--- config.mk ---
export PLATFORM = sky130hd
export DESIGN_NAME = pipe_stage_reg
export DESIGN_NICKNAME = d
export VERILOG_FILES = /design/src/rtl/pipe_stage_reg.sv
export SDC_FILE = /design/constraint.sdc
export NUM_CORES = 1
export LEC_CHECK = 0
export CELL_PAD_IN_SITES_DETAIL_PLACEMENT = 2
export CELL_PAD_IN_SITES_GLOBAL_PLACEMENT = 2
export CORE_MARGIN = 2
export CORE_UTILIZATION = 30
export DETAILED_ROUTE_END_ITERATION = 8
export PLACE_DENSITY_LB_ADDON = 0.1
export SLEW_MARGIN = 20
export SYNTH_ARGS = -nofsm -noshare
export SYNTH_HDL_FRONTEND = slang
export SYNTH_SLANG_ARGS = --single-unit
--- constraint.sdc ---
create_clock -name clk -period 1.8 [get_ports clk]
set_clock_uncertainty 0.05 [all_clocks]
set_input_delay 0.27 -clock clk [delete_from_list [all_inputs] [get_ports clk]]
set_output_delay 0.27 -clock clk [all_outputs]
set_load 0.01 [all_outputs]
--- src/rtl/pipe_stage_reg.sv ---
// Generic pipeline stage register: valid/ready handshake, global stall/flush,
// optional 2-entry skid buffer so in_ready never depends on out_ready.
module pipe_stage_reg #(
    parameter int DATA_W = 32,
    parameter int EXC_W  = 32,
    parameter int SKID   = 1
) (
    input  logic              clk,
    input  logic              resetn,
    input  logic              cu_stall,
    input  logic              cu_flush,
    input  logic              in_valid,
    output logic              in_ready,
    input  logic [DATA_W-1:0] in_data,
    input  logic [EXC_W-1:0]  in_excode,
    input  logic              in_delayslot,
    output logic              out_valid,
    input  logic              out_ready,
    output logic [DATA_W-1:0] out_data,
    output logic [EXC_W-1:0]  out_excode,
    output logic              out_delayslot,
    output logic              out_nop,
    output logic [1:0]        occupancy
);

    logic              r_m_valid;
    logic [DATA_W-1:0] r_m_data;
    logic [EXC_W-1:0]  r_m_exc;
    logic              r_m_ds;
    logic              r_s_valid;
    logic [DATA_W-1:0] r_s_data;
    logic [EXC_W-1:0]  r_s_exc;
    logic              r_s_ds;

    logic              w_m_valid;
    logic [DATA_W-1:0] w_m_data;
    logic [EXC_W-1:0]  w_m_exc;
    logic              w_m_ds;
    logic              w_s_valid;
    logic [DATA_W-1:0] w_s_data;
    logic [EXC_W-1:0]  w_s_exc;
    logic              w_s_ds;

    logic w_flush;
    logic w_out_fire;
    logic w_in_fire;
    logic w_has_skid;

    assign w_has_skid = (SKID != 0);
    // A flush that lands on a stalled cycle is dropped; control re-issues it.
    assign w_flush    = cu_flush & ~cu_stall;
    assign w_out_fire = r_m_valid & out_ready & ~cu_stall;
    assign w_in_fire  = in_valid & in_ready;

    assign in_ready = resetn & ~cu_stall &
                      (w_has_skid ? ~r_s_valid : (~r_m_valid | out_ready));

    always_comb begin
        w_m_valid = r_m_valid;
        w_m_data  = r_m_data;
        w_m_exc   = r_m_exc;
        w_m_ds    = r_m_ds;
        w_s_valid = r_s_valid;
        w_s_data  = r_s_data;
        w_s_exc   = r_s_exc;
        w_s_ds    = r_s_ds;
        if (w_flush) begin
            w_m_valid = 1'b0;
            w_m_data  = '0;
            w_m_exc   = '0;
            w_m_ds    = 1'b0;
            w_s_valid = 1'b0;
            w_s_data  = '0;
            w_s_exc   = '0;
            w_s_ds    = 1'b0;
        end else if (!cu_stall) begin
            if (w_has_skid && r_m_valid && !w_out_fire) begin
                if (w_in_fire) begin
                    w_s_valid = 1'b1;
                    w_s_data  = in_data;
                    w_s_exc   = in_excode;
                    w_s_ds    = in_delayslot;
                end
            end else if (w_has_skid && w_out_fire && r_s_valid) begin
                w_m_valid = 1'b1;
                w_m_data  = r_s_data;
                w_m_exc   = r_s_exc;
                w_m_ds    = r_s_ds;
                w_s_valid = 1'b0;
                w_s_data  = '0;
                w_s_exc   = '0;
                w_s_ds    = 1'b0;
            end else if (w_in_fire) begin
                w_m_valid = 1'b1;
                w_m_data  = in_data;
                w_m_exc   = in_excode;
                w_m_ds    = in_delayslot;
            end else if (w_out_fire) begin
                w_m_valid = 1'b0;
                w_m_data  = '0;
                w_m_exc   = '0;
                w_m_ds    = 1'b0;
            end
        end
    end

    always_ff @(posedge clk) begin
        if (!resetn) begin
            r_m_valid <= 1'b0;
            r_m_data  <= '0;
            r_m_exc   <= '0;
            r_m_ds    <= 1'b0;
            r_s_valid <= 1'b0;
            r_s_data  <= '0;
            r_s_exc   <= '0;
            r_s_ds    <= 1'b0;
        end else begin
            r_m_valid <= w_m_valid;
            r_m_data  <= w_m_data;
            r_m_exc   <= w_m_exc;
            r_m_ds    <= w_m_ds;
            r_s_valid <= w_s_valid;
            r_s_data  <= w_s_data;
            r_s_exc   <= w_s_exc;
            r_s_ds    <= w_s_ds;
        end
    end

    assign out_valid     = r_m_valid;
    assign out_data      = r_m_data;
    assign out_excode    = r_m_exc;
    assign out_delayslot = r_m_ds;
    assign out_nop       = ~r_m_valid;
    assign occupancy     = {1'b0, r_m_valid} + {1'b0, r_s_valid};

endmodule

**After elaboration in Yosys (flattened, before gate mapping)**

Index checks and enable logic that the tools add are counted.

- $add $sub $neg: 1
- Equal/unequal tests: 1
- Mux-type cells: 20
- Bitwise operators: 11
- Reduce and logical (&&, ||, !) cells: 8

Operators with widths:

| cell | number |
|---|---|
| 32-bit 2-to-1 mux | 10 |
| 1-bit 2-to-1 mux | 10 |
| 1-bit AND | 6 |
| 3-bit AND reduction | 2 |
| 1-bit inverter | 5 |
| 3-bit nonzero test | 1 |
| 1-bit by 1-bit adder with 2-bit output | 1 |
| 1-bit logical AND | 2 |
| 2-bit != test (second input constant) | 1 |
| 2-bit nonzero test | 1 |
| 2-bit OR reduction | 1 |
| 1-bit zero test | 1 |

- Register bits after elaboration: 132
- Bits of input ports: 71
- Logic and storage cells: 49

**Depth between registers and ports, before layout**

Gate-level depths: netlist of run 1.

- Word-level depth: 6
- Depth in mapped cells: 8
- Mapped depth without buffers: 4

**Worst setup path after synthesis of run 1**

OpenSTA, ideal clock, no wires.

- Path kind: in2reg
- Start: in cu_stall
- End: reg r_s_data[0]
- Library setup time: 0.135 ns
- Arrival: 1.430 ns
- Data required time: 1.615 ns
- Slack: 0.185 ns
- Cell stages on the path: 8
- Path buffers: 4
- Cell sequence: buf_2 and4bb_1 buf_4 nor3b_2 buf_6 buf_12 a22oi_2 nor2_2

- Longest elaborated chain between the ends: 6
- Elaborated cells on any way between the ends: 14
- Classes of those cells: eq/ne (1); mux (1); bitwise (6); reduce/logical (6)

RTL lines:

| item | line | RTL |
|---|---|---|
| start, declared | 10 | `input logic cu_stall,` |
| 1-bit inverter (no source line) (*) | - |  |
| 1-bit AND, on equally long branches | 55, 52 |  |
| 1-bit AND or 1-bit zero test (tied branches) | 55, 77 |  |
| 1-bit AND or 1-bit logical AND (tied branches) | 53, 77 |  |
| 2-bit != test (no source line) or 2-bit nonzero test (tied branches) | - |  |
| 3-bit AND reduction (no source line) | - |  |
| end signal, assigned | 123 | `r_s_data <= w_s_data;` |
| end, declared | 31 | `logic [DATA_W-1:0] r_s_data;` |

Every way passes the cells marked *; elsewhere a longest branch is shown, timed or not.
A chain may end at the register's enable or synchronous reset.

**Final worst setup path of run 1**

- Start: reg r_m_valid, in the netlist out_valid
- End: out out_valid

RTL lines:

| item | line | RTL |
|---|---|---|
| start, declared | 26 | `logic r_m_valid;` |
| start signal, assigned | 118 | `r_m_valid <= w_m_valid;` |
| end, declared | 17 | `output logic out_valid,` |

No word-level cell between the ends.

==> results of run 1 <==
## power by group through the flow
stage	combinational [W]	sequential, W	clock [W]
2_1_floorplan	0.000207	0.00309	0
3_3_place_gp	0.000653	0.00307	0
3_5_place_dp	0.000668	0.00307	0
4_1_cts	0.000669	0.00301	0.00353
5_1_grt	0.000712	0.00301	0.00368
6_report	0.000659	0.00301	0.00345
## final timing paths
kind / from / to / cells after the start
max reg2reg: r_s_valid / out_data[12] / 5
min reg2reg: out_data[24] / out_data[24] / 2
min: out_data[24] / out_data[24] / 2
max: out_valid / out_valid / 1
## stage by stage
step                      util [%]  area, sq um  setup TNS [ps]
after global placement       41.16         7395          -29560
after CTS                    44.43         7981               0
after detailed placement     41.16         7395          -43800
after floorplan                  -         5493               0
after global routing         44.44         7983               0
final                        44.44         7983               0
## placed cells by master (no fill, tap or decap), drive strengths merged, types with 2 or more instances in the layout
cell type,count
a21o,2
a21oi,4
a221oi,32
a22oi,65
and2,3
buf,39
bufinv,2
clkbuf,21
clkdlybuf4s50,134
clkinv,5
clkinvlp,2
dfxtp,132
dlygate4sd2,5
inv,3
mux2i,33
nand2,2
nand3,33
nor2,97
nor3b,2
o21ai,68
## cell type report
type / count / share of cell area (%)
clock inverter: 9 / 1.301
timing repair buffer: 179 / 23.65
clock buffer: 21 / 6.019
multi-input combinational: 351 / 32.13
tap: 229 / 3.589
sequential: 132 / 33.17
inverter: 3 / 0.1411
## cells by family (layout without fill, tap and decap cells)
group                    Yosys count  count (layout)  share of synthesized area, %
AO/OA/AOI/OAI                    173             173                         25.65
AND/OR/NAND/NOR                  144             144                         13.90
flip-flops                       132             132                         48.11
buffers and inverters             57             212                         6.105
multiplexers                      33              33                         6.014
adder cells (fa/ha/maj)            1               1                        0.2278
## routing by layer
layer	routed length, um	GRT usage [%]
met5	0	0
met4	196	5.582
met3	624	4.061
met2	9442	34.70
met1	8069	23.27
## repair_timing
| action | CTS | global route |
|---|---|---|
| endpoints found under the setup margin | 6 | 1 |
| hold buffers | 0 | 0 |
| pin swaps | 0 | 0 |
| hold endpoints to repair | 0 | 0 |
| resized for setup | 10 | 1 |
## worst register-to-register path, delay by kind of cell (launching register included)
kind | cells | cell delay, ps
flops | 1 | 380
simple gates | 2 | 330
compound gates | 2 | 640
buf+inv | 1 | 170
## flip-flops by register name (all words and copies together), names as in the netlist
register	cells
r_s_exc	32
r_s_data	32
out_valid	1
out_data	32
out_excode	32
r_s_ds	1
r_s_valid	1
out_delayslot	1
==> metrics.cfg, run 1 <==
[outcome]
status=complete, no violations

[final_layout]
nets=756
regArea_sq_um=2648
antenna_cells=0
drive_gt1_share_pct=25.90
stdcell_count=924
multi_input_area_sq_um=2565
area_growth_syn_to_layout_pct=45.33
fillers=1863

[drt]
drt_iter0_drc=135
drt_pass1_iterations=6
ant_nets=0
wl_mm=18.33
vias=4779
drc=0
viasPerCell=5.172
wire_per_inst_um=19.84

[synthesis]
synth_most_common_cell=dfxtp_1
synth-main-ff-cell=dfxtp_1
async_flop_share_pct=0
synth_cell_types=35
yosysSeqAreaShare_pct=48.11
netlist_instances=540
synth_enable_flop_cells=0
synth_area_leaders=dfxtp_1, a22oi_2, mux2i_1
ys_ff_latch=132
syn_area_sq_um=5493
synth_nets=612
yosys_warnings=0
synth.avg_cell_area_sq_um=10.17
synth_top_area_cell=dfxtp_1
synth_commonest_cells=dfxtp_1, o21ai_0, a22oi_2, nor2_2, nor2_1
synth_top_area_share_pct=48.11

[power]
vdd_drop_max_v=0.0006260
cellPowerDensity_nw_per_um2=892.0
swShare_pct=23.11
internal_power_w=0.005474
p_clk_share_pct=48.5
totalPowerFinal_w=0.007120
comb_power_share_pct=9.3
p_leak_nw=3.030
seqPwrFrac_pct=42.2
switching_power_w=0.001646

[cts]
cts.root.buffer_cell=clkbuf_16
clockBufferDepth=2
cts_tree=done
clk_latency_ps=420
htree_num_levels=4
clk_pin_slew_ps=60
numCtsBuffers=17
numClockSinks=132
postCtsSetupBuffers=0

[global_route]
antenna_found_initial=0
grt_pass1_wl_mm=29.81
grt.overflow.total=0
grtUsageTotal_pct=19.33
grt_max_degree=45
grt_pass1_vias=5342

[setup_path]
cp-start-kind=flip-flop
required_ps=1480
worstSetupPathType=flip-flop to output port
slowest_stage=clkdlybuf4s50_1
critPathBufInv=1
crit_fanout=8
reg2reg_slack_ps=100
cp.arrival_ps=1410
cp-end-kind=output port
crit_chain=clkdlybuf4s50_1
path_delay_family=buffers and inverters
cp_slowest_stage_delay_ps=600

[die]
rows=49
core-area_sq_um=17960
die_height_um=139.3
initial_utilization_pct=30.58
io_pins=141
die_w_um=139.3
dieArea_sq_um=19410

[timing]
fin_ws_ps=74.02
tightest_slew_ps=406.6
layout_min_cycle_time_ps=1726
rsz0062_at_grt=false
slew_headroom_pct=72.77
whs_ps=423.2
setup_violations=0
max_clock_freq_mhz=579.4
period_share_pct=95.89
final_hold_viol_count=0
drv_slew=0

[placed_design]
place.gp.congestion=0.7680
dp_hpwl_mm=12.47
post-place-ws_ps=-448.3
dp.cells=894
io_buffer_count=140

[job]
cap_viol_max_count=0

[worst_hold_path]
min_path_type=flip-flop to flip-flop

Power figures use the tool's default switching activity.
==> run 2, diff against run 1 <==
--- a/config.mk
+++ b/config.mk
@@ -10,7 +10,7 @@
 export CORE_MARGIN = 2
 export CORE_UTILIZATION = 30
 export DETAILED_ROUTE_END_ITERATION = 8
-export PLACE_DENSITY_LB_ADDON = 0.1
+export PLACE_DENSITY_LB_ADDON = 0.05
 export SLEW_MARGIN = 20
 export SYNTH_ARGS = -nofsm -noshare
 export SYNTH_HDL_FRONTEND = slang
==> run 2 against run 1 <==
Via count grew 0.98%. Non-clock buffer count grew 5. Clock power shrank 1%. Combinational power grew 2%. Largest power group unchanged.
==> metrics.cfg, run 2 (synthesized netlist as in run 1, its figures left out) <==
[setup_path]
worstSetupPathType=flip-flop to output port
crit_fanout=8
cp-end-kind=output port
slowest_stage=clkdlybuf4s50_1
reg2reg_slack_ps=100
cp.arrival_ps=1400
timing.rr.end=out_excode[20]
cp-start-kind=flip-flop
critPathBufInv=1
crit_chain=clkdlybuf4s50_1
required_ps=1480
reg2reg_depth=5
r2r_start=out_valid
path_delay_family=buffers and inverters
cp_slowest_stage_delay_ps=580

[cts]
clk_latency_ps=420
numCtsBuffers=17
ctsResizeCount=10
numClockSinks=132
cts_hold_buffers=0
cts_tree=done
postCtsSetupBuffers=0
cts.root.buffer_cell=clkbuf_16
clk_pin_slew_ps=60
htree_num_levels=4
clockBufferDepth=2

[drt]
viasPerCell=5.184
wire_per_inst_um=19.46
drt_iter0_drc=117
wl_mm=18.12
drt_pass1_iterations=5
ant_nets=0
vias=4826
drc=0

[global_route]
grt.overflow.total=0
grt_pass1_wl_mm=29.39
grt_pass1_vias=5350
grt_max_degree=33
antenna_found_initial=0
grtUsageTotal_pct=19.03

[placed_design]
dp_hpwl_mm=12.41
place.gp.congestion=0.7416
io_buffer_count=140

[final_layout]
area_growth_syn_to_layout_pct=46.08
final_cell_mix=clkdlybuf4s50_1, dfxtp_1, o21ai_0
drive_gt1_share_pct=26.21
nets=761
mostFrequentLayoutCell=clkdlybuf4s50_1
antenna_cells=0

[timing]
fin_setup_tns_ps=0
drv_slew=0
max_clock_freq_mhz=581.3
slew_headroom_pct=75.14
rsz0062_at_grt=false
period_share_pct=95.57
tightest_slew_ps=372.9
setup_violations=0
final_hold_viol_count=0
whs_ps=424.0
layout_min_cycle_time_ps=1720

[die]
die_height_um=139.3
io_pins=141
core-area_sq_um=17960
die_w_um=139.3
dieArea_sq_um=19410
initial_utilization_pct=30.58
rows=49

[worst_hold_path]
min_delay_worst_endpoint=out_excode[19]
min_path_type=flip-flop to flip-flop
hold_depth=2
hp-start=out_excode[19]

[power]
cellPowerDensity_nw_per_um2=882.6
vdd_drop_max_v=0.0006630
p_leak_nw=3.033

[job]
cap_viol_max_count=0

[outcome]
status=complete, no violations

run 2: stage by stage:
| stage | instances | util [%] | area, sq um | total power (W) | worst slack (ps) |
|---|---|---|---|---|---|
| floorplan | 540 | - | 5493 | 0.003295 | 185.4 |
| global placement | 899 | 41.44 | 7445 | 0.003738 | -277.2 |
| detailed placement | 899 | 41.44 | 7445 | 0.003753 | -356.2 |
| CTS | 931 | 44.67 | 8024 | 0.007179 | 56.17 |
| global route | 931 | 44.67 | 8024 | 0.007375 | 17.04 |
| finish | 931 | 44.67 | 8024 | 0.007082 | 79.66 |
run 2: cell type report:
| cell class | instances | area (sq um) |
|---|---|---|
| Fill cell | 1843 | 9940 |
| Sequential cell | 132 | 2650 |
| Multi-Input combinational cell | 351 | 2560 |
| Timing Repair Buffer | 184 | 1937 |
| Clock buffer | 20 | 446.7 |
| Tap cell | 229 | 286.5 |
| Clock inverter | 12 | 132.6 |
| Inverter | 3 | 11.26 |
run 2: worst register-to-register path, stage by stage (launching register included):
cell and delay, ps:
dfxtp_4 380, nand4bb_1 240, a21o_2 300, buf_12 170
a221oi_1 320, nor2_1 110
run 2: where the power goes:
part	internal, W	total, W	switching [W]
registers	0.00297	0.00301	0.0000321
clock network	0.00207	0.00340	0.00133
logic	0.000348	0.000674	0.000325
total	0.00539	0.00708	0.00169
run 2: worst max-delay path by stage:
stage	slack, ps	cells past startpoint	from	endpoint
finish	80	1	out_valid	out_valid
global route	20	5	out_valid	out_excode[20]
CTS	60	1	out_valid	out_valid
detailed placement	-360	7	cu_stall	out_data[19]
global placement	-280	6	resetn	out_excode[24]
floorplan	190	8	cu_stall	r_s_data[0]
run 2: layer usage:
metal | global-route usage (%) | vias up | wire [um]
met4 | 6.273 | 0 | 244
met5 | 0 | - | 0
met2 | 32.61 | 111 | 9025
met1 | 24.14 | 2428 | 8219
li1 | - | 2270 | -
met3 | 3.579 | 17 | 626
